<file path="config.mk">
export PLATFORM = sky130hd
export DESIGN_NAME = acc_c_responder
export DESIGN_NICKNAME = d
export VERILOG_FILES = /design/src/rtl/acc_pkg.sv /design/src/rtl/acc_c_meta_fifo.sv /design/src/rtl/acc_c_responder.sv
export SDC_FILE = /design/constraint.sdc
export NUM_CORES = 1
export LEC_CHECK = 0
export BUFFER_PORTS_ARGS = -buffer_cell sky130_fd_sc_hd__buf_4
export CAP_MARGIN = 20
export CORE_AREA = 2 2 183 185
export DETAILED_ROUTE_END_ITERATION = 7
export DIE_AREA = 0 0 185 187
export PLACE_DENSITY = 0.76
export SYNTH_ARGS = -nofsm -noshare
export SYNTH_HDL_FRONTEND = slang
export SYNTH_SLANG_ARGS = --single-unit
</file>
<file path="constraint.sdc">
create_clock -name clk_i -period 2.6 [get_ports clk_i]
set_input_delay 0.13 -clock clk_i [delete_from_list [all_inputs] [get_ports clk_i]]
set_output_delay 0.13 -clock clk_i [all_outputs]
set_load 0.05 [all_outputs]
</file>
<file path="src/rtl/acc_pkg.sv">
// Shared types and constants for the accelerator-side C-interface responder.
package acc_pkg;

    // Destination register field inside the RISC-V instruction word.
    localparam int RdLsb = 7;
    localparam int RdMsb = 11;

    // Per-request metadata kept while an op is in flight.
    typedef struct packed {
        logic [31:0] hart_id;
        logic [4:0]  rd;
        logic        bypass;
    } acc_c_meta_t;

    // Extract rd from an instruction word.
    function automatic logic [4:0] instr_rd(input logic [31:0] instr);
        return instr[RdMsb:RdLsb];
    endfunction

endpackage

</file>
<file path="src/rtl/acc_c_meta_fifo.sv">
// In-flight metadata FIFO: synchronous active-high reset, power-of-two depth.
// A push while full is ignored, even if a pop happens in the same cycle.
module acc_c_meta_fifo
    import acc_pkg::*;
#(
    parameter int Depth = 4,
    localparam int PtrW = $clog2(Depth),
    localparam int CntW = $clog2(Depth) + 1
) (
    input  logic            clk_i,
    input  logic            rst_i,
    input  logic            push_i,
    input  acc_c_meta_t     push_data_i,
    input  logic            pop_i,
    output acc_c_meta_t     head_o,
    output logic            full_o,
    output logic            empty_o,
    output logic [CntW-1:0] count_o
);

    acc_c_meta_t     mem [Depth];
    logic [PtrW-1:0] wr_ptr;
    logic [PtrW-1:0] rd_ptr;
    logic            push_ok;
    logic            pop_ok;

    assign full_o  = (count_o == CntW'(Depth));
    assign empty_o = (count_o == '0);
    assign push_ok = push_i && !full_o;
    assign pop_ok  = pop_i && !empty_o;
    assign head_o  = mem[rd_ptr];

    // Pointer and occupancy bookkeeping.
    always_ff @(posedge clk_i) begin
        // NOTE: non-blocking assignments so every register samples pre-edge values.
        if (rst_i) begin
            wr_ptr  <= '0;
            rd_ptr  <= '0;
            count_o <= '0;
        end else begin
            if (push_ok) wr_ptr <= wr_ptr + PtrW'(1);
            if (pop_ok)  rd_ptr <= rd_ptr + PtrW'(1);
            case ({push_ok, pop_ok})
                2'b10:   count_o <= count_o + CntW'(1);
                2'b01:   count_o <= count_o - CntW'(1);
                default: count_o <= count_o;
            endcase
        end
    end

    // Storage write.
    always_ff @(posedge clk_i) begin
        // NOTE: storage is not reset; an entry is only read after it has been written.
        if (push_ok) mem[wr_ptr] <= push_data_i;
    end

endmodule

</file>
<file path="src/rtl/acc_c_responder.sv">
// Accelerator-side C-interface endpoint: registers requests towards one datapath,
// tracks hart_id/rd per op in a metadata FIFO and returns in-order tagged responses.
// Optional feature macro: ACC_C_RESPONDER_ADDR_CHECK_EN (requests for other addresses
// are answered with an error response without reaching the datapath).
module acc_c_responder
    import acc_pkg::*;
#(
    parameter int          DataWidth      = 32,
    parameter int          AddrWidth      = 4,
    parameter int unsigned AccAddr        = 0,
    parameter int          MaxOutstanding = 4,
    localparam int         CntW           = $clog2(MaxOutstanding) + 1
) (
    input  logic                 clk_i,
    input  logic                 rst_i,
    // C request
    input  logic                 q_valid_i,
    output logic                 q_ready_o,
    input  logic [AddrWidth-1:0] q_addr_i,
    input  logic [31:0]          q_hart_id_i,
    input  logic [31:0]          q_data_op_i,
    input  logic [DataWidth-1:0] q_data_arga_i,
    input  logic [DataWidth-1:0] q_data_argb_i,
    input  logic [DataWidth-1:0] q_data_argc_i,
    // C response
    output logic                 p_valid_o,
    input  logic                 p_ready_i,
    output logic [DataWidth-1:0] p_data0_o,
    output logic [DataWidth-1:0] p_data1_o,
    output logic                 p_error_o,
    output logic [4:0]           p_rd_o,
    output logic                 p_dual_writeback_o,
    output logic [31:0]          p_hart_id_o,
    // Datapath op
    output logic                 op_valid_o,
    input  logic                 op_ready_i,
    output logic [31:0]          op_instr_o,
    output logic [DataWidth-1:0] op_arga_o,
    output logic [DataWidth-1:0] op_argb_o,
    output logic [DataWidth-1:0] op_argc_o,
    // Datapath result
    input  logic                 res_valid_i,
    output logic                 res_ready_o,
    input  logic [DataWidth-1:0] res_data0_i,
    input  logic [DataWidth-1:0] res_data1_i,
    input  logic                 res_error_i,
    input  logic                 res_dual_i,
    // Status
    output logic [CntW-1:0]      outstanding_o
);

    acc_c_meta_t push_meta;
    acc_c_meta_t meta_head;
    logic        meta_full;
    logic        meta_empty;
    logic        q_hs;
    logic        q_bypass;
    logic        q_fwd;
    logic        out_free;
    logic        res_take;
    logic        res_hs;
    logic        bypass_emit;
    logic        meta_pop;

    // The request register may reload when empty or draining; a full FIFO stalls
    // everything because each accepted request needs a metadata slot.
    assign q_ready_o = (!op_valid_o || op_ready_i) && !meta_full;
    assign q_hs      = q_valid_i && q_ready_o;

`ifdef ACC_C_RESPONDER_ADDR_CHECK_EN
    assign q_bypass    = (q_addr_i != AddrWidth'(AccAddr));
    assign bypass_emit = !meta_empty && meta_head.bypass && out_free;
`else
    logic unused_addr;
    assign unused_addr = ^{q_addr_i, AccAddr};
    assign q_bypass    = 1'b0;
    assign bypass_emit = 1'b0;
`endif

    assign q_fwd = q_hs && !q_bypass;

    assign push_meta.hart_id = q_hart_id_i;
    assign push_meta.rd      = instr_rd(q_data_op_i);
    assign push_meta.bypass  = q_bypass;

    // A result with no matching metadata (e.g. left over from before a reset) is
    // accepted and silently dropped so the datapath never stalls on it.
    assign out_free    = !p_valid_o || p_ready_i;
    assign res_take    = !meta_empty && !meta_head.bypass && out_free;
    assign res_ready_o = meta_empty || res_take;
    assign res_hs      = res_valid_i && res_take;
    assign meta_pop    = res_hs || bypass_emit;

    acc_c_meta_fifo #(
        .Depth(MaxOutstanding)
    ) u_meta_fifo (
        .clk_i      (clk_i),
        .rst_i      (rst_i),
        .push_i     (q_hs),
        .push_data_i(push_meta),
        .pop_i      (meta_pop),
        .head_o     (meta_head),
        .full_o     (meta_full),
        .empty_o    (meta_empty),
        .count_o    (outstanding_o)
    );

    // Request register: capture forwarded requests, hold until the datapath takes them.
    always_ff @(posedge clk_i) begin
        if (rst_i) begin
            op_valid_o <= 1'b0;
            op_instr_o <= '0;
            op_arga_o  <= '0;
            op_argb_o  <= '0;
            op_argc_o  <= '0;
        end else if (!op_valid_o || op_ready_i) begin
            op_valid_o <= q_fwd;
            if (q_fwd) begin
                op_instr_o <= q_data_op_i;
                op_arga_o  <= q_data_arga_i;
                op_argb_o  <= q_data_argb_i;
                op_argc_o  <= q_data_argc_i;
            end
        end
    end

    // Response register: load a datapath result or a bypass error, tagged from the FIFO head.
    always_ff @(posedge clk_i) begin
        if (rst_i) begin
            p_valid_o          <= 1'b0;
            p_data0_o          <= '0;
            p_data1_o          <= '0;
            p_error_o          <= 1'b0;
            p_rd_o             <= '0;
            p_dual_writeback_o <= 1'b0;
            p_hart_id_o        <= '0;
        end else if (out_free) begin
            p_valid_o <= meta_pop;
            if (res_hs) begin
                p_data0_o          <= res_data0_i;
                p_data1_o          <= res_data1_i;
                p_error_o          <= res_error_i;
                p_dual_writeback_o <= res_dual_i;
                p_rd_o             <= meta_head.rd;
                p_hart_id_o        <= meta_head.hart_id;
            end else if (bypass_emit) begin
                p_data0_o          <= '0;
                p_data1_o          <= '0;
                p_error_o          <= 1'b1;
                p_dual_writeback_o <= 1'b0;
                p_rd_o             <= meta_head.rd;
                p_hart_id_o        <= meta_head.hart_id;
            end
        end
    end

endmodule

</file>
==> flow_metrics.env, run 1 <==
export IMPL_outcome="finished, final reports clean"
export IMPL_cp_cell_sequence="or3_4, buf_4, nand4_1, dlygate4sd3_1, a21oi_1"
export IMPL_critical_path_top_delay_family="buffers and inverters"
export IMPL_synth_cell_area_um2=15800
export IMPL_top_usage_layer="met2"
export IMPL_crit_path_end_kind="flop"
export IMPL_grt_met1_usage_pct=32.5
export IMPL_synth_edff_count=148
export IMPL_path_class="reg -> reg"
export IMPL_timing_max_transition_violations_final=0
export IMPL_num_io_pins=474
export IMPL_synth_seq_area_share_pct=58.4
export IMPL_drt_pass1_iter_count=5
export IMPL_max_stage_delay_ps=690
export IMPL_die_w_um=185
export IMPL_placed_area_um2=19700
export IMPL_synthDominantCellAreaShare_pct=30.3
export IMPL_gr_total_overflow=0
export IMPL_cts_hold_buffers=242
export IMPL_period_needed_ps=2400
export IMPL_fp_dieArea_um2=34600
export IMPL_remaining_drcs=0
export IMPL_synth_warnings=0
export IMPL_power_leakage_uw=0.00936
export IMPL_num_rows=67
export IMPL_num_vias=13300
export IMPL_timing_slew_headroom_pct=29.2
export IMPL_final_nets=2186
export IMPL_finalWirelength_um=50200
export IMPL_postSynthRegisterBits=388
export IMPL_max_freq_mhz=417
export IMPL_post_route_cells_drive_above_1_share_pct=30.4
export IMPL_port_buffer_count=469
export IMPL_synthCells=1304
export IMPL_min_path_type="in -> reg"
export IMPL_grt_max_degree=131
export IMPL_clk_pin_slew_ps=60
export IMPL_tns_ps=0
export IMPL_use_met3_pct=7.48
export IMPL_peak_supply_drop_mv=1.03
export IMPL_critPathSlowestCell="sky130_fd_sc_hd__or3_4"
export IMPL_cts_buffers_inserted=40
export IMPL_path_max_fanout=71
export IMPL_cp_start_kind="flop"
export IMPL_place_hpwl_um=29100
export IMPL_setup_viol_count_final=0
export IMPL_cts_setup_buffers=0
export IMPL_required_ps=3060
export IMPL_wire_length_of_the_first_global_routing_pass_um=76400
export IMPL_die_h_um=187
export IMPL_finalClockSkew_ps=12.7
export IMPL_grt_pass1_vias=13800
export IMPL_avgViaCountPerCell=5.46
export IMPL_finalCritPeriodShare_pct=92.2
export IMPL_stdcell_area_um2=23400
export IMPL_finalWeightedCongestion=0.791
export IMPL_cts_tree="yes"
export IMPL_p_per_area_nw_per_um2=912
export IMPL_async_reset_ff_share_pct=0
export IMPL_core_region_area_um2=32900
export IMPL_grt_antenna_before_repair=15
export IMPL_drt_antenna_violating_nets=0
export IMPL_cts_max_level=2
export IMPL_rsz0062_at_grt="no"
export IMPL_syn_mean_instance_area_um2=12.1
export IMPL_timing_worst_slew_pin_value_ps=1060
export IMPL_cts_buffer_depth=3
export IMPL_syn_num_nets=1546
export IMPL_drt_wirelength_per_cell_um=20.6
export IMPL_area_growth_syn_to_layout_pct=48.0
export IMPL_hold_viol=0
export IMPL_synth_top_cells_by_count="sky130_fd_sc_hd__nand2b_1 (260), sky130_fd_sc_hd__dfxtp_1 (240), sky130_fd_sc_hd__edfxtp_1 (148), sky130_fd_sc_hd__mux2i_1 (129), sky130_fd_sc_hd__a21oi_1 (108)"
export IMPL_grt_use_met2_pct=48.8
export IMPL_drtIter0Drc=885
export IMPL_synth_area_top_cells="sky130_fd_sc_hd__dfxtp_1 (30%), sky130_fd_sc_hd__edfxtp_1 (28%), sky130_fd_sc_hd__nand2b_1 (10%), sky130_fd_sc_hd__mux2i_1 (8.2%), sky130_fd_sc_hd__mux4_2 (5.3%)"
export IMPL_grt_util_all_layers_pct=28.2
export IMPL_path_buf_inv=2
export IMPL_synth_ff_type="sky130_fd_sc_hd__dfxtp_1"
export IMPL_data_arrival_at_the_endpoint_of_the_critical_path_ps=2860
export IMPL_clock_sinks=388
export IMPL_clk_insertion_delay_late_ps=540
export IMPL_timing_max_cap_violations=0
export IMPL_ys_types=30
export IMPL_initial_utilization_pct=48.2
export IMPL_cts_root_buf="sky130_fd_sc_hd__clkbuf_16"
export IMPL_resize_count_post_cts=0
export IMPL_synth_most_common_cell="sky130_fd_sc_hd__nand2b_1"
export IMPL_synth_area_leader_cell="sky130_fd_sc_hd__dfxtp_1"
## flip-flops by register name, summed over array words and instances (netlist names)
register / count
op_valid_o: 1
op_instr_o: 32
op_arga_o: 32
p_rd_o: 5
p_hart_id_o: 32
p_valid_o: 1
u_meta_fifo.count_o: 3
op_argb_o: 32
p_dual_writeback_o: 1
u_meta_fifo.rd_ptr: 2
op_argc_o: 32
p_data0_o: 32
p_error_o: 1
p_data1_o: 32
u_meta_fifo.wr_ptr: 2
u_meta_fifo.mem: 148
## layout make-up
type                            instances  area, um2
Fill cell                            2151       9420
Sequential cell                       388       9250
Timing Repair Buffer                  732       6240
Multi-Input combinational cell        774       6010
Clock buffer                           54       1120
Tap cell                              448        561
Clock inverter                         17        188
Antenna cell                           16       40.0
Inverter                                8       31.3
## path summary, 6_finish.rpt
kind / startpoint / to / slack (ps) / depth (start not counted)
worst min register to register: p_hart_id_o[16] / p_hart_id_o[16] / 470 / 2
worst min-delay path: res_valid_i / p_data0_o[14] / 30 / 3
worst max register to register: u_meta_fifo.count_o[0] / p_data0_o[6] / 200 / 5
worst max-delay path: u_meta_fifo.count_o[0] / p_data0_o[6] / 200 / 5
## cells by family (layout without fill, tap and decap cells)
kind of cell | after synthesis | in the layout | synth area share [%]
AOI/OAI and AO/OA | 215 | 215 | 8.49
buffers and inverters | 142 | 811 | 3.93
adders and majority gates | 6 | 6 | 0.521
and+or+nand+nor | 383 | 383 | 15.0
DFF | 388 | 388 | 58.4
muxes | 168 | 168 | 13.6
xor gates and xnor gates | 2 | 2 | 0.111
other | 0 | 16 | 0
## cells in the final DEF, fill, tap and decap left out, types with 3 or more instances in the layout
cell type and count:
sky130_fd_sc_hd__edfxtp_1 148, sky130_fd_sc_hd__mux4_2 37, sky130_fd_sc_hd__buf_4 479, sky130_fd_sc_hd__clkinv_1 4, sky130_fd_sc_hd__clkinv_2 8, sky130_fd_sc_hd__a21oi_1 108, sky130_fd_sc_hd__and2_2 4, sky130_fd_sc_hd__clkbuf_16 42
sky130_fd_sc_hd__dfxtp_1 236, sky130_fd_sc_hd__nor2_1 7, sky130_fd_sc_hd__dfxtp_2 4, sky130_fd_sc_hd__ha_1 5, sky130_fd_sc_hd__dlygate4sd3_1 242, sky130_fd_sc_hd__nand2b_1 259, sky130_fd_sc_hd__buf_12 9, sky130_fd_sc_hd__o31ai_1 104
sky130_fd_sc_hd__clkbuf_1 10, sky130_fd_sc_hd__nand4_1 104, sky130_fd_sc_hd__bufinv_16 3, sky130_fd_sc_hd__mux2i_1 129, sky130_fd_sc_hd__diode_2 16, sky130_fd_sc_hd__inv_1 6, sky130_fd_sc_hd__clkbuf_8 3
## metal layers
metal | wire length, um | vias to the layer above
met5 | 0 | -
met4 | 2210 | 0
met3 | 4220 | 128
met2 | 25400 | 654
met1 | 18300 | 6444
li1 | - | 6083
## power by group
part           switching [uW]  internal [uW]
logic                    5250           2720
registers                 510           7210
clock network            2360           3340
## worst min-delay path, cell delays in order
cell	delay (ps)
sky130_fd_sc_hd__buf_4	190
sky130_fd_sc_hd__nand4_1	110
sky130_fd_sc_hd__a21oi_1	70
## metrics by stage
stage               std cells  hold WS (ps)  util [%]  worst slack, ps  power (uW)
floorplan                1304           229         -             34.0       13000
global route             2436          31.4      71.3              121       22200
global placement         2107           330      59.8              399       15200
detailed placement       2107           333      59.8              359       15300
CTS                      2420         0.716      71.1              296       21400
finish                   2437          25.2      71.3              203       21400
No activity file was read; power rests on OpenSTA's default activity.
==> inputs of run 2 (changes only) <==
Settings changed: ABC_AREA set to 1, CORE_AREA 2 2 183 185 to 2 2 185 187, DIE_AREA 0 0 185 187 to 0 0 187 189, PLACE_DENSITY 0.76 to 0.75.
==> run 2 against run 1 <==
  * Global-route usage down 0.27 points
  * Die area up 2.2%
  * Clock skew up 2.4 ps
  * Wire length up 1.3%
  * Critical endpoint is now res_ready_o
==> flow_metrics.env, run 2 <==
export IMPL_outcome="finished, final reports clean"
export IMPL_post_route_cells_drive_above_1_share_pct=20.5
export IMPL_data_arrival_at_the_endpoint_of_the_critical_path_ps=2160
export IMPL_wire_length_of_the_first_global_routing_pass_um=79200
export IMPL_r2r_setup_slack_ps=410
export IMPL_synth_mux_area_share_pct=0
export IMPL_peak_supply_drop_mv=0.688
export IMPL_max_freq_mhz=437
export IMPL_totalPowerFinal_uw=23700
export IMPL_syn_mean_instance_area_um2=7.80
export IMPL_clk_pin_slew_ps=60
export IMPL_critical_path_reg2reg_endpoint="op_arga_o[18]"
export IMPL_resize_count_post_cts=0
export IMPL_p_per_area_nw_per_um2=1010
export IMPL_num_io_pins=474
export IMPL_synth_seq_area_share_pct=57.5
export IMPL_postSynthRegisterBits=388
export IMPL_area_growth_syn_to_layout_pct=46.3
export IMPL_fp_dieArea_um2=35300
export IMPL_timing_hold_worst_endpoint="p_data1_o[3]"
export IMPL_drt_antenna_violating_nets=0
export IMPL_clock_sinks=388
export IMPL_cts_tree="yes"
export IMPL_syn_num_nets=2304
export IMPL_timing_max_transition_violations_final=0
export IMPL_synth_top_family_by_area="simple AND/OR/NAND/NOR gates"
export IMPL_final_nets=2951
export IMPL_flip_flop_count_of_the_largest_register_all_copies_and_words_added=148
export IMPL_drt_pass1_iter_count=5
export IMPL_remaining_drcs=0
export IMPL_grt_pass1_vias=15600
export IMPL_die_h_um=189
export IMPL_path_class="reg -> out"
export IMPL_grt_max_degree=239
export IMPL_place_hpwl_um=29300
export IMPL_synth_top_cells_by_count="sky130_fd_sc_hd__nand2_1 (597), sky130_fd_sc_hd__nor2_1 (473), sky130_fd_sc_hd__inv_1 (328), sky130_fd_sc_hd__dfxtp_1 (240), sky130_fd_sc_hd__edfxtp_1 (148)"
export IMPL_finalWirelength_um=50800
export IMPL_power_leakage_uw=0.0118
export IMPL_cts_max_level=2
export IMPL_grt_util_all_layers_pct=27.9
export IMPL_synth_area_leader_cell="sky130_fd_sc_hd__dfxtp_1"
export IMPL_pwr_share_seq_pct=34.1
export IMPL_fill_cells=2272
export IMPL_comb_power_share_pct=41.5
export IMPL_internal_power_uw=13800
export IMPL_crit_path_end_kind="output port"
export IMPL_cts_buffers_inserted=41
export IMPL_synth_area_top_cells="sky130_fd_sc_hd__dfxtp_1 (30%), sky130_fd_sc_hd__edfxtp_1 (28%), sky130_fd_sc_hd__nand2_1 (14%), sky130_fd_sc_hd__nor2_1 (11%), sky130_fd_sc_hd__inv_1 (7.7%)"
export IMPL_final_cell_mix="sky130_fd_sc_hd__nand2_1 (596), sky130_fd_sc_hd__buf_4 (480), sky130_fd_sc_hd__nor2_1 (469)"
export IMPL_finalCritPeriodShare_pct=88.1
export IMPL_hold_viol=0
export IMPL_r2r_worst_path_cells=7
export IMPL_drtIter0Drc=929
export IMPL_die_w_um=187
export IMPL_cp_start_kind="flop"
export IMPL_synthCells=2062
export IMPL_gr_total_overflow=0
export IMPL_cts_buffer_depth=3
export IMPL_num_rows=67
export IMPL_hp_start="res_data1_i[3]"
export IMPL_timing_worst_slew_pin_value_ps=1000
export IMPL_hold_path_depth=4
export IMPL_cts_setup_buffers=0
export IMPL_drt_wirelength_per_cell_um=15.9
export IMPL_synth_cell_area_um2=16100
export IMPL_mostFrequentLayoutCell="sky130_fd_sc_hd__nand2_1"
export IMPL_post_synth_fa_ha_maj_area_fraction_pct=0.514
export IMPL_layout_setup_ws_ps=309
export IMPL_crit_reg2reg_launch="u_meta_fifo.count_o[0]"
export IMPL_grt_antenna_before_repair=2
export IMPL_num_vias=15300
export IMPL_synth_most_common_cell="sky130_fd_sc_hd__nand2_1"
export IMPL_post_synth_and_or_nand_nor_area_fraction_pct=30.7
export IMPL_port_buffer_count=469
export IMPL_async_reset_ff_share_pct=0
export IMPL_compound_gate_portion_of_the_synthesized_area_pct=0.319
export IMPL_synth_warnings=0
export IMPL_synth_edff_count=148
export IMPL_cts_root_buf="sky130_fd_sc_hd__clkbuf_16"
export IMPL_clock_power_share_pct=24.4
export IMPL_largest_register="u_meta_fifo.mem"
export IMPL_period_needed_ps=2290
export IMPL_netSwitchingFraction_pct=41.6
export IMPL_finalClockSkew_ps=15.1
export IMPL_avgViaCountPerCell=4.80
export IMPL_clk_insertion_delay_late_ps=530
export IMPL_core_region_area_um2=33300
export IMPL_rsz0062_at_grt="no"
export IMPL_timing_slew_headroom_pct=33.1
export IMPL_synthDominantCellAreaShare_pct=29.9
export IMPL_switching_power_uw=9860
export IMPL_post_synth_xor_area_fraction_pct=0
export IMPL_finalWeightedCongestion=0.895
export IMPL_required_ps=2470
export IMPL_min_path_type="in -> reg"
export IMPL_timing_max_cap_violations=0
export IMPL_dp_slack_ps=643
export IMPL_multiInputGateArea_um2=5110
export IMPL_path_max_fanout=69
export IMPL_setup_viol_count_final=0
export IMPL_regArea_um2=9250
export IMPL_initial_utilization_pct=48.3
export IMPL_ys_types=21
export IMPL_synth_ff_type="sky130_fd_sc_hd__dfxtp_1"
==> run 2: kinds of logic (layout without fill, tap and decap cells) <==
logic type                 count (synthesis)  count (layout)
AOI/OAI and AO/OA                          8               8
adders and majority gates                  6               6
buffers and inverters                    441            1120
DFF                                      388             388
other                                      0               4
and+or+nand+nor                         1219            1219
==> run 2: worst max-delay path, stage by stage (launching register included) <==
cell and delay [ps]:
sky130_fd_sc_hd__dfxtp_1 360, sky130_fd_sc_hd__inv_1 90, sky130_fd_sc_hd__nand3_2 80, sky130_fd_sc_hd__buf_4 610
sky130_fd_sc_hd__nand3_1 210, sky130_fd_sc_hd__buf_4 260
==> run 2: how the worst max path moves through the flow <==
| stage | from | endpoint | slack (ps) | cells past startpoint |
|---|---|---|---|---|
| 3_5_place_dp | u_meta_fifo.count_o[0] | op_arga_o[10] | 640 | 7 |
| 2_1_floorplan | u_meta_fifo.count_o[1] | u_meta_fifo.mem[0][0] | -130 | 6 |
| 3_3_place_gp | u_meta_fifo.count_o[0] | op_instr_o[7] | 700 | 7 |
| 6_report | u_meta_fifo.count_o[2] | res_ready_o | 310 | 5 |
| 4_1_cts | u_meta_fifo.count_o[1] | res_ready_o | 290 | 5 |
| 5_1_grt | u_meta_fifo.count_o[1] | res_ready_o | 210 | 5 |
==> run 2: through the flow <==
step	hold slack (ps)	area, um2	util (%)	TNS, ps	instances
final	9.24	23500	70.7	0	3193
after global routing	25.5	23500	70.7	0	3190
after CTS	11.6	23500	70.7	0	3189
after detailed placement	332	19900	59.9	0	2888
after global placement	328	19900	59.9	0	2888
after floorplan	199	16100	-	-18730	2062
==> run 2: repair_timing <==
| action | in CTS | in global routing |
|---|---|---|
| hold buffers | 226 | 0 |
| endpoints found under the hold margin | 343 | 0 |
| setup endpoints to repair | 0 | 0 |
==> run 2: power groups by stage <==
| stage | sequential [uW] | clock (uW) | combinational [uW] |
|---|---|---|---|
| floorplan | 11300 | 0 | 3390 |
| global placement | 8110 | 0 | 9200 |
| detailed placement | 8160 | 0 | 9330 |
| CTS | 8040 | 5880 | 9680 |
| global route | 8190 | 6090 | 10600 |
| finish | 8080 | 5770 | 9840 |
==> run 2: cell type report <==
| cell class | instances | share of cell area [%] |
|---|---|---|
| Multi-Input combinational cell | 1233 | 21.7 |
| Tap cell | 448 | 2.38 |
| Timing Repair Buffer | 713 | 25.5 |
| Clock inverter | 15 | 0.654 |
| Antenna cell | 4 | 0.0425 |
| Sequential cell | 388 | 39.3 |
| Clock buffer | 60 | 5.02 |
| Inverter | 332 | 5.32 |
==> run 2: routing by layer <==
layer  global-route usage [%]  wire [um]  vias up
met5                        0         13        -
met4                     16.7       3330        2
met3                     7.47       4150      222
met2                     49.4      25000      740
met1                     30.0      18400     6954
li1                         -          -     7414
